File: src/rtl/learn_sequencer.sv
// Learn-mode sequencer: walks a song ROM, lights the guide LED for each note,
// sounds the note only on a correct key press and counts hits and misses.
module learn_sequencer #(
    parameter int unsigned ADDR_W  = 5,
    parameter int unsigned TIMEOUT = 50_000_000
) (
    input  logic              clk,
    input  logic              rst,
    input  logic              start,
    input  logic              abort,
    input  logic [6:0]        keys,
    output logic [ADDR_W-1:0] rom_addr,
    input  logic [3:0]        rom_data,
    output logic [3:0]        note_out,
    output logic [6:0]        led_out,
    output logic [7:0]        hits,
    output logic [7:0]        misses,
    output logic              busy,
    output logic              done
);

    localparam int unsigned TIMER_W = (TIMEOUT > 1) ? $clog2(TIMEOUT) : 1;
    localparam logic [TIMER_W-1:0] TIMER_LAST = TIMER_W'(TIMEOUT - 1);
    localparam logic [7:0] CNT_MAX = 8'hFF;

    typedef enum logic [2:0] {
        IDLE,
        FETCH,
        LOAD,
        PROMPT,
        HOLD,
        NEXT,
        FINISH
    } state_t;

    state_t             state;
    logic [TIMER_W-1:0] timer;
    logic [6:0]         keys_prev;
    logic [3:0]         expected;

    logic new_press;
    logic key_match;
    logic code_valid;

    // Rising edge of "any key down"; a key already held is never a fresh press.
    assign new_press  = (keys != 7'd0) && (keys_prev == 7'd0);
    assign key_match  = (keys == led_out);
    assign code_valid = (rom_data != 4'd0) && !rom_data[3];

    function automatic logic [6:0] note_led(input logic [3:0] code);
        return 7'(7'd1 << (code - 4'd1));
    endfunction

    always_ff @(posedge clk or posedge rst) begin
        if (rst) begin
            state     <= IDLE;
            rom_addr  <= '0;
            note_out  <= 4'd0;
            led_out   <= 7'd0;
            hits      <= 8'd0;
            misses    <= 8'd0;
            busy      <= 1'b0;
            done      <= 1'b0;
            timer     <= '0;
            keys_prev <= 7'd0;
            expected  <= 4'd0;
        end else begin
            keys_prev <= keys;
            done      <= 1'b0;
            if (abort && (state != IDLE)) begin
                // Mode change: drop everything but keep the session counters.
                state    <= IDLE;
                note_out <= 4'd0;
                led_out  <= 7'd0;
                busy     <= 1'b0;
            end else begin
                case (state)
                    IDLE: begin
                        if (start && !abort) begin
                            hits     <= 8'd0;
                            misses   <= 8'd0;
                            rom_addr <= '0;
                            busy     <= 1'b1;
                            state    <= FETCH;
                        end
                    end
                    FETCH: state <= LOAD;
                    LOAD: begin
                        if (code_valid) begin
                            expected <= rom_data;
                            led_out  <= note_led(rom_data);
                            timer    <= '0;
                            state    <= PROMPT;
                        end else begin
                            done  <= 1'b1;
                            state <= FINISH;
                        end
                    end
                    PROMPT: begin
                        // Timer parks on its last value so a late wrong press still times out.
                        if (timer != TIMER_LAST) begin
                            timer <= timer + TIMER_W'(1);
                        end
                        if (new_press) begin
                            if (key_match) begin
                                if (hits != CNT_MAX) begin
                                    hits <= hits + 8'd1;
                                end
                                note_out <= expected;
                                state    <= HOLD;
                            end else if (misses != CNT_MAX) begin
                                misses <= misses + 8'd1;
                            end
                        end else if (timer == TIMER_LAST) begin
                            if (misses != CNT_MAX) begin
                                misses <= misses + 8'd1;
                            end
                            state <= NEXT;
                        end
                    end
                    HOLD: begin
                        if (keys == 7'd0) begin
                            state <= NEXT;
                        end
                    end
                    NEXT: begin
                        note_out <= 4'd0;
                        led_out  <= 7'd0;
                        if (&rom_addr) begin
                            done  <= 1'b1;
                            state <= FINISH;
                        end else begin
                            rom_addr <= rom_addr + ADDR_W'(1);
                            state    <= FETCH;
                        end
                    end
                    FINISH: begin
                        busy  <= 1'b0;
                        state <= IDLE;
                    end
                    default: begin
                        busy  <= 1'b0;
                        state <= IDLE;
                    end
                endcase
            end
        end
    end

endmodule

File: config.mk
export PLATFORM = sky130hd
export DESIGN_NAME = learn_sequencer
export DESIGN_NICKNAME = d
export VERILOG_FILES = /design/src/rtl/learn_sequencer.sv
export SDC_FILE = /design/constraint.sdc
export NUM_CORES = 1
export LEC_CHECK = 0
export BUFFER_PORTS_ARGS = -buffer_cell sky130_fd_sc_hd__buf_2
export CORE_ASPECT_RATIO = 0.7
export CORE_MARGIN = 1
export CORE_UTILIZATION = 45
export CTS_CLUSTER_SIZE = 25
export DETAILED_ROUTE_END_ITERATION = 8
export GPL_ROUTABILITY_DRIVEN = 0
export GPL_TIMING_DRIVEN = 0
export PLACE_DENSITY_LB_ADDON = 0.2
export SYNTH_ARGS = -nofsm -noshare
export SYNTH_HDL_FRONTEND = slang
export SYNTH_SLANG_ARGS = --single-unit
export TNS_END_PERCENT = 5
File: constraint.sdc
create_clock -name clk -period 5.9 [get_ports clk]
set_clock_uncertainty 0.1 [all_clocks]
set_input_delay 0.59 -clock clk [delete_from_list [all_inputs] [get_ports clk]]
set_output_delay 0.59 -clock clk [all_outputs]
set_load 0.005 [all_outputs]
# Word level (Yosys, flattened, before mapping)
# Cells that the tools add are included.
# totals
register_bits	74
latchBits	0
ram_bits	0
mem_bits_ro	0
in_bits	15
out_inout_bits	34
wordCells	112
n_memories	0
# op_classes
addsub	5
mul	0
n_div	0
order_cmp	0
n_eq_ne	27
n_shift	1
muxes	39
bitwise	1
reduce_logical	28
# op_table
operator	count
$mux 8	8
$mux 26	2
$pmux 26 s2	1
$pmux 8 s2	2
$add 26x1->26 const B	1
$eq 26x26->1 const B	1
$ne 26x26->1 const B	1
$mux 3	8
$ne 3x3->1 const B	7
$pmux 3 s6	1
$add 8x1->8 const B	2
$ne 8x8->1 const B	2
$logic_not 7->1	2
$mux 7	2
$ne 2x2->1 const B	7
$pmux 7 s2	1
$mux 4	3
$reduce_and 4->1	3
$mux 5	2
$pmux 5 s2	1
$reduce_and 5->1	2
$reduce_bool 3->1	3
$ne 4x4->1 const B	2
$pmux 4 s2	1
21 further kinds	36

# Logic depth before layout (Yosys ltp)
# Gate-level depths: netlist (run 1).
# depth
word_depth	5
mapped_depth	8
mapped_depth_nobuf	8

# Worst setup path before layout (run 1)
# No wires, ideal clock.
# synth_path
path_kind	register to register
start	register timer[10]
end	register misses[1]
setup_time_ns	0.079
arrival_time_ns	2.035
t_required_ns	5.721
path_slack_ns	3.686
path_stages_with_launch	7
n_path_buf	0
period_less_slack_ns	2.214
cell_sequence	dfrtp_1 or4_4 nor4_4 and3_1 nand3b_4 nor3b_4 mux2i_1
# synth_via
elab_chain_cells	3
# synth_rtl
element	line	text
start: declaration	37	logic [TIMER_W-1:0] timer;
start signal: assignment	102	timer <= timer + TIMER_W'(1);
$eq 26x26->1	114	end else if (timer == TIMER_LAST) begin
$ne 3x3->1 (no line)	--	
$reduce_and 5->1 (no line)	--	
end signal: assignment	112	misses <= misses + 8'd1;
end signal: assignment	116	misses <= misses + 8'd1;
end: declaration	17	output logic [7:0] misses,
# Every way passes these cells.
# A chain may end at the register's enable or synchronous reset.

# Final worst setup path (run 1)
# layout_path
start	register keys_prev[1]
end	register hits[6]
# layout_via
elab_chain_cells	4
# layout_rtl
element	line	text
start: declaration	38	logic [6:0] keys_prev;
start signal: assignment	68	keys_prev <= keys;
$logic_not 7->1	46	assign new_press = (keys != 7'd0) && (keys_prev == 7'd0);
$logic_and 1x1->1	46	
$ne 2x2->1 (no line)	--	
$reduce_and 6->1 (no line)	--	
end signal: assignment	107	hits <= hits + 8'd1;
end: declaration	16	output logic [7:0] hits,
# Every way passes these cells.

==> results of run 1 <==
layout by cell type (no fill, tap or decap), types with 6 or more instances in the layout:
cell type / n
ha_1: 6
nand3_1: 38
dfrtp_1: 74
nand2_1: 31
and2_1: 12
nor3_1: 12
buf_2: 50
clkbuf_1: 17
and3_1: 14
clkbuf_16: 9
xnor2_1: 9
a21oi_1: 17
nand4_1: 13
o21ai_0: 32
xor2_1: 16
a31oi_1: 10
inv_1: 11
nor2_1: 36
o21a_1: 6
worst paths after layout:
kind	start	endpoint	slack, ps	cells after the start
max	keys_prev[1]$_DFF_PP0_	hits[6]$_DFFE_PP0P_	3300	6
min	rst	timer[24]$_DFFE_PP0P_	100	2
max reg2reg	keys_prev[1]$_DFF_PP0_	hits[6]$_DFFE_PP0P_	3300	6
min reg2reg	timer[5]$_DFFE_PP0P_	timer[5]$_DFFE_PP0P_	400	1
max in group asynchronous	rst	hits[6]$_DFFE_PP0P_	5050	3
min in group clk	keys[3]	keys_prev[3]$_DFF_PP0_	300	1
cell families after synthesis:
| logic type | synth area share (%) |
|---|---|
| xor+xnor | 5.55 |
| simple gates | 26.6 |
| mux | 1.68 |
| flops | 47.0 |
| fa+ha+maj | 1.90 |
| compound gates | 14.2 |
| buf+inv | 3.05 |
sequential cells by signal (all words and copies together), names as in the netlist:
register and cells:
led_out 7, timer 26, busy 1, expected 4
state 3, note_out 4, keys_prev 7, misses 8
done 1, hits 8, rom_addr 5
routing by layer:
metal	part of all wire [%]	wire length [um]
met1	53	4900
met2	41	3780
met4	0.64	59
met5	0	0
met3	5.6	515
report_power, final:
part | total [mW] | internal, mW | switching, mW | leakage (nW)
Combinational | 0.380 | 0.139 | 0.241 | 0.996
Clock | 0.497 | 0.284 | 0.213 | 0.121
Sequential | 0.594 | 0.556 | 0.0380 | 1.00
Total | 1.47 | 0.979 | 0.492 | 2.12
area by class of cell:
type | count | share of cell area (%)
clock inverters | 6 | 0.944
clock buffers | 10 | 4.94
well taps | 120 | 3.24
inverters | 12 | 1.03
repair buffers | 49 | 5.77
plain buffers | 19 | 1.62
flip-flops and latches | 74 | 39.9
multi-input cells | 318 | 42.5
metrics by stage:
stage	cell area, um2	setup WS (ps)	utilization [%]	total power, mW
after floorplan	3940	3330	-	0.867
after global placement	4330	2410	51.1	0.969
after detailed placement	4360	3220	51.5	0.982
after CTS	4640	3290	54.7	1.49
after global routing	4640	3060	54.7	1.56
final	4640	3300	54.7	1.47
==> out/qor.yml, run 1 <==
outcome:
  status: "complete, no violations"
routing:
  ant_nets: 0
  dr.pass1.iters: 5
  drc: 0
  viasPerCell: 5.63
  drt_iter0_markers: 267
  drt-total-wl_um: 9260
  wire_per_inst_um: 15.2
  vias: 3426
logic_synthesis:
  ys.flop_type: "dfrtp_1"
  synth.most_common_cell: "dfrtp_1"
  synth_area_leader_cell: "dfrtp_1"
  ys_async_sr_fraction_pct: 100
  yosys-top-cells-count: "74 x dfrtp_1, 38 x nand3_1, 36 x nor2_1"
  synthCells: 423
  synth_edf_count: 0
  ys_seq_area_share_pct: 47.0
  synth.area.top_cells: "dfrtp_1 47%, nand3_1 4.8%, o21ai_0 4.1%, xor2_1 3.6%, nor2_1 3.4%"
  synth_seq_cells: 74
  synth.distinct_cells: 54
  yosysWarnings: 0
  yosysTopAreaCellShare_pct: 47.0
  synthesis.nets: 444
  syn_area_um2: 3940
  syn-mean-instance-area_um2: 9.32
grt:
  top_usage_layer: "met1"
  use_met3_pct: 5.21
  grtUsageMet2_pct: 31.2
  track_usage_pct: 22.2
  grt_pass1_vias: 3082
  use_met1_pct: 33.8
  grt_pass1_wl_um: 15700
  grt_overflow_total: 0
  antenna_found_initial: 0
  grt_max_degree: 56
finish:
  multiInputGateArea_um2: 1970
  nNetsFinal: 504
  final_cells: 608
  ff_latch_area_um2: 1850
  post_route_cells_drive_above_1_share_pct: 17.2
  area_growth_pct: 17.6
  fillerInstances: 796
  antenna_cells: 0
timing:
  setup-violations-final: 0
  fin_crit_sh_pct: 44.0
  max_freq_mhz: 385
  relSlewSlack_pct: 37.9
  finalSetupTns_ps: 0
  fin_crit_ps: 2600
  rsz0062_at_grt: "no"
  final-hold-violation-count: 0
  maxSlewViolCount: 0
  worstMarginPinSlew_ps: 925
  timing.hold.ws_ps: 101
clock_network:
  clk_latency_ps: 340
  path_clk_slew_ps: 60
  cts.sinks: 74
  numCtsBuffers: 9
  clockBufferDepth: 2
  hold_buffers: 0
  cts_tree: "done"
  clock-root-buffer: "clkbuf_16"
  post_cts_buffers: 0
  htreeDepth: 3
  post_cts_resized: 0
die:
  die_w_um: 114
  core_area_um2: 8480
  start_util_pct: 46.5
  dieArea_um2: 9150
  ioPinCount: 49
  die_h_um: 80.3
  rows: 28
run:
  max-cap-violations: 0
worst_setup_path:
  worst_setup_path_start_kind: "flop"
  crit_top_cell: "nand2_1"
  worstPathCellList: "nor4_1, nand2_1, nor4b_2, buf_2, nand2_1, o41ai_1"
  critPathMaxStageDelay_ps: 580
  cp_data_arrival_time_ps: 2720
  setup.worst_path.class: "reg2reg"
  path_delay_family: "simple AND/OR/NAND/NOR gates"
  cp.buffers_inverters: 1
  critPathRequiredTime_ps: 6020
  critPathMaxFanout: 10
  slowest_stage: "nor4b_2"
  critPathCaptureType: "flop"
place:
  dp_cells: 592
  portBuffers: 48
  hpwlAfterDp_um: 6740
pwr:
  power.ir.vdd_worst_v: 0.000227
  p_leak_nw: 2.12
  powerDensity_nw_per_um2: 317
min_path:
  min_path_type: "in2async"
No activity file was read; power rests on OpenSTA's default activity.
==> inputs of run 2 (changes only) <==
ABC_AREA = 1   (was unset)
clock period = 2.7 ns   (was 5.9 ns; I/O delays follow)
==> run 2 against run 1 <==
Net effect: routed wire length rose by 18%; register-to-register slack got worse by 2700 ps; critical path depth up 6.
==> out/qor.yml, run 2 <==
routing:
  wire_per_inst_um: 13.9  # -8.9%
  ant_nets: 0  # unchanged
  drt-total-wl_um: 10900  # +18%
  viasPerCell: 5.31  # -5.8%
  drc: 0  # unchanged
  drt_iter0_markers: 282  # +5.6%
  vias: 4173  # +22%
  dr.pass1.iters: 5  # unchanged
clock_network:
  path_clk_slew_ps: 60  # about the same
  cts_tree: "done"
  clk_latency_ps: 340  # about the same
  htreeDepth: 3  # unchanged
  post_cts_buffers: 0  # unchanged
  clockBufferDepth: 2  # unchanged
  clock-root-buffer: "clkbuf_16"
  hold_buffers: 8  # +8
  post_cts_resized: 0  # unchanged
  cts.sinks: 74  # unchanged
  numCtsBuffers: 9  # unchanged
grt:
  grt_pass1_wl_um: 18500  # +18%
  grt_pass1_vias: 3899  # +27%
  grt_overflow_total: 0  # unchanged
  grt_max_degree: 54  # -3.6%
  track_usage_pct: 22.9  # +0.68 points
  antenna_found_initial: 0  # unchanged
pwr:
  power.ir.vdd_worst_v: 0.000603  # +170%
  p_leak_nw: 2.50  # +18%
  powerDensity_nw_per_um2: 758  # +140%
logic_synthesis:
  yosysWarnings: 0  # unchanged
  synth.area.top_cells: "dfrtp_1 42%, nand2_1 13%, nand3_1 5.8%, nor2_1 5.7%, inv_1 5.2%"
  synth_seq_cells: 74  # unchanged
  syn_area_um2: 4420  # +12%
  synth_area_leader_cell: "dfrtp_1"
  yosys-top-cells-count: "159 x nand2_1, 74 x dfrtp_1, 67 x nor2_1"
  ys_seq_area_share_pct: 41.9  # -5.1 points
  ys_async_sr_fraction_pct: 100  # unchanged
  synthCells: 589  # +39%
  synthesis.nets: 610  # +37%
  yosysTopAreaCellShare_pct: 41.9  # -5.1 points
  syn-mean-instance-area_um2: 7.51  # -19%
  synth.distinct_cells: 38  # -30%
  synth_edf_count: 0  # unchanged
  synth.most_common_cell: "nand2_1"
  ys.flop_type: "dfrtp_1"
timing:
  worstMarginPinSlew_ps: 501  # -424 ps
  rsz0062_at_grt: "no"
  fin_crit_ps: 2140  # -459 ps
  final-hold-violation-count: 0  # unchanged
  relSlewSlack_pct: 66.5  # +29 points
  max_freq_mhz: 468  # +21%
  timing.hold.ws_ps: 95.1  # -5.43 ps
  setup-violations-final: 0  # unchanged
  fin_crit_sh_pct: 79.2  # +35 points
  setup_ws_ps: 562  # -2740 ps
  maxSlewViolCount: 0  # unchanged
place:
  dp_cells: 762  # +29%
  portBuffers: 48  # unchanged
  hpwlAfterDp_um: 8060  # +20%
  dp_slack_ps: 590  # -2630 ps
worst_setup_path:
  setup.worst_path.class: "reg2reg"
  cp_data_arrival_time_ps: 2260  # -460 ps
  critPathCaptureType: "flop"
  worst_setup_path_start_kind: "flop"
  critPathMaxFanout: 9  # -1
  critPathRequiredTime_ps: 2830  # -3190 ps
die:
  start_util_pct: 47.6  # +1.1 points
  die_w_um: 121  # +5.8%
  die_h_um: 85.0  # +5.8%
  core_area_um2: 9290  # +9.6%
  dieArea_um2: 10200  # +12%
  ioPinCount: 49  # unchanged
  rows: 29  # +3.6%
outcome:
  status: "complete, no violations"
finish:
  final_cell_mix: "159 x nand2_1, 74 x dfrtp_1, 67 x nor2_1"
  top_regs: "timer (26), hits (8), misses (8)"
  top_register: "timer"
  layout_commonest_cell: "nand2_1"
  post_route_cells_drive_above_1_share_pct: 16.5  # -0.75 points
  nNetsFinal: 678  # +35%
  largest_register_ffs: 26  # unchanged
  antenna_cells: 0  # unchanged
  final_cells: 786  # +29%
  final_util_pct: 56.9  # +2.2 points
  area_growth_pct: 19.4
run:
  max-cap-violations: 0  # unchanged
min_path:
  min_path_type: "in2reg"
## run 2: logic make-up after synthesis
family | count (synthesis) | synth area share, %
xor+xnor | 16 | 3.17
compound gates | 78 | 10.7
fa+ha+maj | 6 | 1.70
simple gates | 338 | 34.6
flops | 74 | 41.9
buf+inv | 77 | 7.89
## run 2: layer usage
layer | vias to the layer above | share of wire, % | wire [um] | GRT usage, %
met5 | - | 0 | 0 | 0
met4 | 0 | 1.0 | 114 | 6.40
met3 | 13 | 6.7 | 733 | 5.17
met2 | 144 | 42 | 4610 | 34.2
met1 | 1941 | 50 | 5440 | 33.3
li1 | 2075 | - | - | -
## run 2: area by class of cell
type,count,area (um2)
clock buffer,12,256
sequential,74,1850
tap,124,155
fill,869,4010
buffer,12,100
timing repair buffer,57,348
clock inverter,4,97.6
multi-input combinational,438,2220
inverter,65,251
## run 2: path summary, 6_finish.rpt
kind | startpoint | to | slack (ps) | depth (start not counted)
max in group asynchronous | rst | timer[20]$_DFFE_PP0P_ | 1590 | 4
max | timer[0]$_DFFE_PP0P_ | misses[5]$_DFFE_PP0P_ | 560 | 12
min | rom_data[2] | expected[2]$_DFFE_PP0P_ | 100 | 3
max reg2reg | timer[0]$_DFFE_PP0P_ | misses[5]$_DFFE_PP0P_ | 560 | 12
min reg2reg | expected[3]$_DFFE_PP0P_ | expected[3]$_DFFE_PP0P_ | 400 | 2
min in group asynchronous | rst | led_out[5]$_DFFE_PP0P_ | 340 | 3
## run 2: metrics by stage
step | TNS, ps | total power [mW] | cell area (um2)
after floorplan | 0 | 2.23 | 4420
final | 0 | 4.00 | 5280
after global routing | 0 | 4.23 | 5280
after detailed placement | 0 | 2.58 | 4850
after CTS | 0 | 4.03 | 5280
after global placement | -37020 | 2.54 | 4820
## run 2: critical path, stage by stage (launching register included)
cell	delay, ps
dfrtp_1	430
ha_1	300
nand3_2	190
inv_2	130
nand2_1	50
nor2_1	80
nand2_1	60
nand2_1	60
nand2_1	60
nand2_2	170
nand3_2	210
nand2_1	110
nand2_1	60
## run 2: where the power goes
part	internal, mW	switching, mW	total, mW
clock network	0.953	0.465	1.42
logic	0.416	0.801	1.22
registers	1.25	0.122	1.37
total	2.62	1.39	4.00
==> inputs of run 3 (changes only) <==
clock period = 1.8 ns   (was 2.7 ns; I/O delays follow)
==> run 3 against run 2 <==
Net effect: the run now ends with negative setup slack left; sequential share of layout area is 2.4 points lower; maximum frequency rose by 14%; worst hold slack worse by 90 ps; register-to-register slack got worse by 630 ps; critical path depth decreased by 1; flip-flop and latch count unchanged; global-route usage rose by 1.2 points; count of clock-buffer cells in the layout fell by 1; via count is 4.8% higher; die area unchanged; critical path type unchanged; largest cell class unchanged.
==> out/qor.yml, run 3 (synthesis gave the netlist of run 2 again) <==
outcome:
  status: "finished with violations"
  violations: "negative setup slack"
die:
  core_area_um2: 9290  # unchanged
  dieArea_um2: 10200  # unchanged
  die_h_um: 85.0  # unchanged
  rows: 29  # unchanged
  start_util_pct: 47.6  # unchanged
  die_w_um: 121  # unchanged
  ioPinCount: 49  # unchanged
grt:
  grt_overflow_total: 0  # unchanged
  grt_pass1_vias: 4168  # +6.9%
  track_usage_pct: 24.1  # +1.2 points
  grt_pass1_wl_um: 19600  # +5.6%
  antenna_found_initial: 0  # unchanged
  grt_max_degree: 30  # -44%
finish:
  postLayoutCellArea_um2: 5690  # +7.6%
  final_util_pct: 61.2  # +4.4 points
  area_growth_pct: 28.6
  largest_register_ffs: 26  # unchanged
  multiInputGateArea_um2: 2370  # +6.6%
  fillerInstances: 835  # -3.9%
  top_regs: "timer (26), hits (8), misses (8)"
  layout_commonest_cell: "nand2_1"
  ff_latch_area_um2: 1860  # +0.27%
  nNetsFinal: 714  # +5.3%
  final_cell_mix: "151 x nand2_1, 70 x dfrtp_1, 57 x nor2_1"
  post_route_cells_drive_above_1_share_pct: 26.0  # +9.5 points
  antenna_cells: 0  # unchanged
  top_register: "timer"
  final_cells: 820  # +4.3%
clock_network:
  clockBufferDepth: 2  # unchanged
  htreeDepth: 3  # unchanged
  cts_tree: "done"
  numCtsBuffers: 9  # unchanged
  clk_latency_ps: 340  # about the same
  path_clk_slew_ps: 60  # about the same
  clock-root-buffer: "clkbuf_16"
  cts.sinks: 74  # unchanged
pwr:
  p_leak_nw: 2.66  # +6.6%
  powerDensity_nw_per_um2: 1080  # +42%
  power.ir.vdd_worst_v: 0.000678  # +12%
  total_power_mw: 6.14  # +53%
routing:
  ant_nets: 0  # unchanged
  drc: 0  # unchanged
  wire_per_inst_um: 14.5  # +4.7%
  vias: 4372  # +4.8%
  drt_iter0_markers: 382  # +35%
  drt-total-wl_um: 11900  # +9.2%
  dr.pass1.iters: 5  # unchanged
  viasPerCell: 5.33  # +0.42%
timing:
  finalSetupTns_ps: -970  # -970 ps
  setup_ws_ps: -71.0  # -633 ps
  fin_crit_ps: 1870  # -267 ps
  fin_crit_sh_pct: 104  # +25 points
  rsz0062_at_grt: "yes"
  worstMarginPinSlew_ps: 575  # +73.7 ps
  timing.hold.ws_ps: 5.28  # -89.9 ps
  max_freq_mhz: 534  # +14%
  maxSlewViolCount: 0  # unchanged
  final-hold-violation-count: 0  # unchanged
  relSlewSlack_pct: 61.6  # -4.9 points
  setup-violations-final: 25  # +25
worst_setup_path:
  slowest_stage: "dfrtp_1"
  critPathRequiredTime_ps: 1920  # -910 ps
  critPathMaxFanout: 6  # -3
  path_delay_family: "simple AND/OR/NAND/NOR gates"
  cp.buffers_inverters: 3  # +2
  worst_setup_path_start_kind: "flop"
  critPathCaptureType: "flop"
  worstPathCellList: "ha_4, nand3_4, inv_4, nand2_1, nor2_2, nand3_2, nand2_4, inv_8, clkbuf_16, nand4_1, o21ai_1"
  worstRegToRegCells: 11  # -1
  setup.worst_path.class: "reg2reg"
  cp_data_arrival_time_ps: 1990  # -270 ps
  rr_endpoint: "timer[20]$_DFFE_PP0P_"
  timing.reg2reg.setup_slack_ps: -70  # -630 ps
  critPathMaxStageDelay_ps: 430  # about the same
  r2r_start: "timer[0]$_DFFE_PP0P_"
place:
  dp_slack_ps: -344  # -934 ps
  dp_cells: 763  # +0.13%
  place_area_um2: 4860  # +0.28%
  portBuffers: 48  # unchanged
  hpwlAfterDp_um: 8340  # +3.5%
min_path:
  min_path_cells: 2  # -1
  worstHoldEndpoint: "led_out[5]$_DFFE_PP0P_"
  worstHoldStart: "rom_data[0]"
  min_path_type: "in2reg"
run:
  max-cap-violations: 0  # unchanged
run 3: cell count changes in the layout (fill, tap and decap cells not counted), moves of 4 or more:
cell     previous run  this run
buf_4               1        35
nor2_1             67        57
nand2_1           159       151
nor2_2              2        10
inv_1              60        54
inv_2               2         7
nand2_2             3         8
nand3_1            51        46
dfrtp_1            74        70
dfrtp_2             0         4
run 3: layout make-up:
type                       instances  share of cell area [%]
timing repair buffer              93                    11.6
clock buffer                      11                    4.27
inverter                          65                    4.66
buffer                            12                    2.09
multi-input combinational        438                    41.7
sequential                        74                    32.6
tap                              124                    2.73
clock inverter                     3                   0.308
run 3: worst reg2reg max path: cells and delay by family, from the launching register on:
family,cells,cell delay [ps]
adder cells (fa/ha/maj),1,190
AO/OA/AOI/OAI,1,70
flip-flops,1,430
buffers and inverters,3,320
AND/OR/NAND/NOR,6,660
run 3: how the worst max path moves through the flow:
stage | start | to | slack [ps] | cells after the start
floorplan | timer[0]$_DFFE_PP0P_ | timer[7]$_DFFE_PP0P_ | 50 | 11
global placement | timer[0]$_DFFE_PP0P_ | misses[6]$_DFFE_PP0P_ | -310 | 12
detailed placement | timer[0]$_DFFE_PP0P_ | misses[3]$_DFFE_PP0P_ | -340 | 12
CTS | state[1]$_DFFE_PP0P_ | timer[11]$_DFFE_PP0P_ | -40 | 10
global route | state[2]$_DFFE_PP0P_ | timer[23]$_DFFE_PP0P_ | -170 | 8
finish | timer[0]$_DFFE_PP0P_ | timer[20]$_DFFE_PP0P_ | -70 | 11
run 3: power breakdown:
group | internal [mW] | total [mW] | switching [mW]
combinational | 1.06 | 2.47 | 1.42
clock | 0.950 | 1.62 | 0.670
sequential | 1.88 | 2.05 | 0.172
run 3: routing by layer:
layer	track usage (%)	wire, um	vias to the layer above
met5	0	0	-
met4	5.84	104	0
met3	6.79	945	11
met1	34.7	5680	2062
li1	-	-	2147
met2	35.7	5180	152
run 3: timing repair:
action                                  4_1_cts  5_1_grt
setup buffers                                 4       28
endpoints found under the setup margin       50       59
cloned                                        0        2
hold buffers                                  9        0
resized for setup                            15       46
endpoints found under the hold margin        29        0
pin swaps                                     5       13
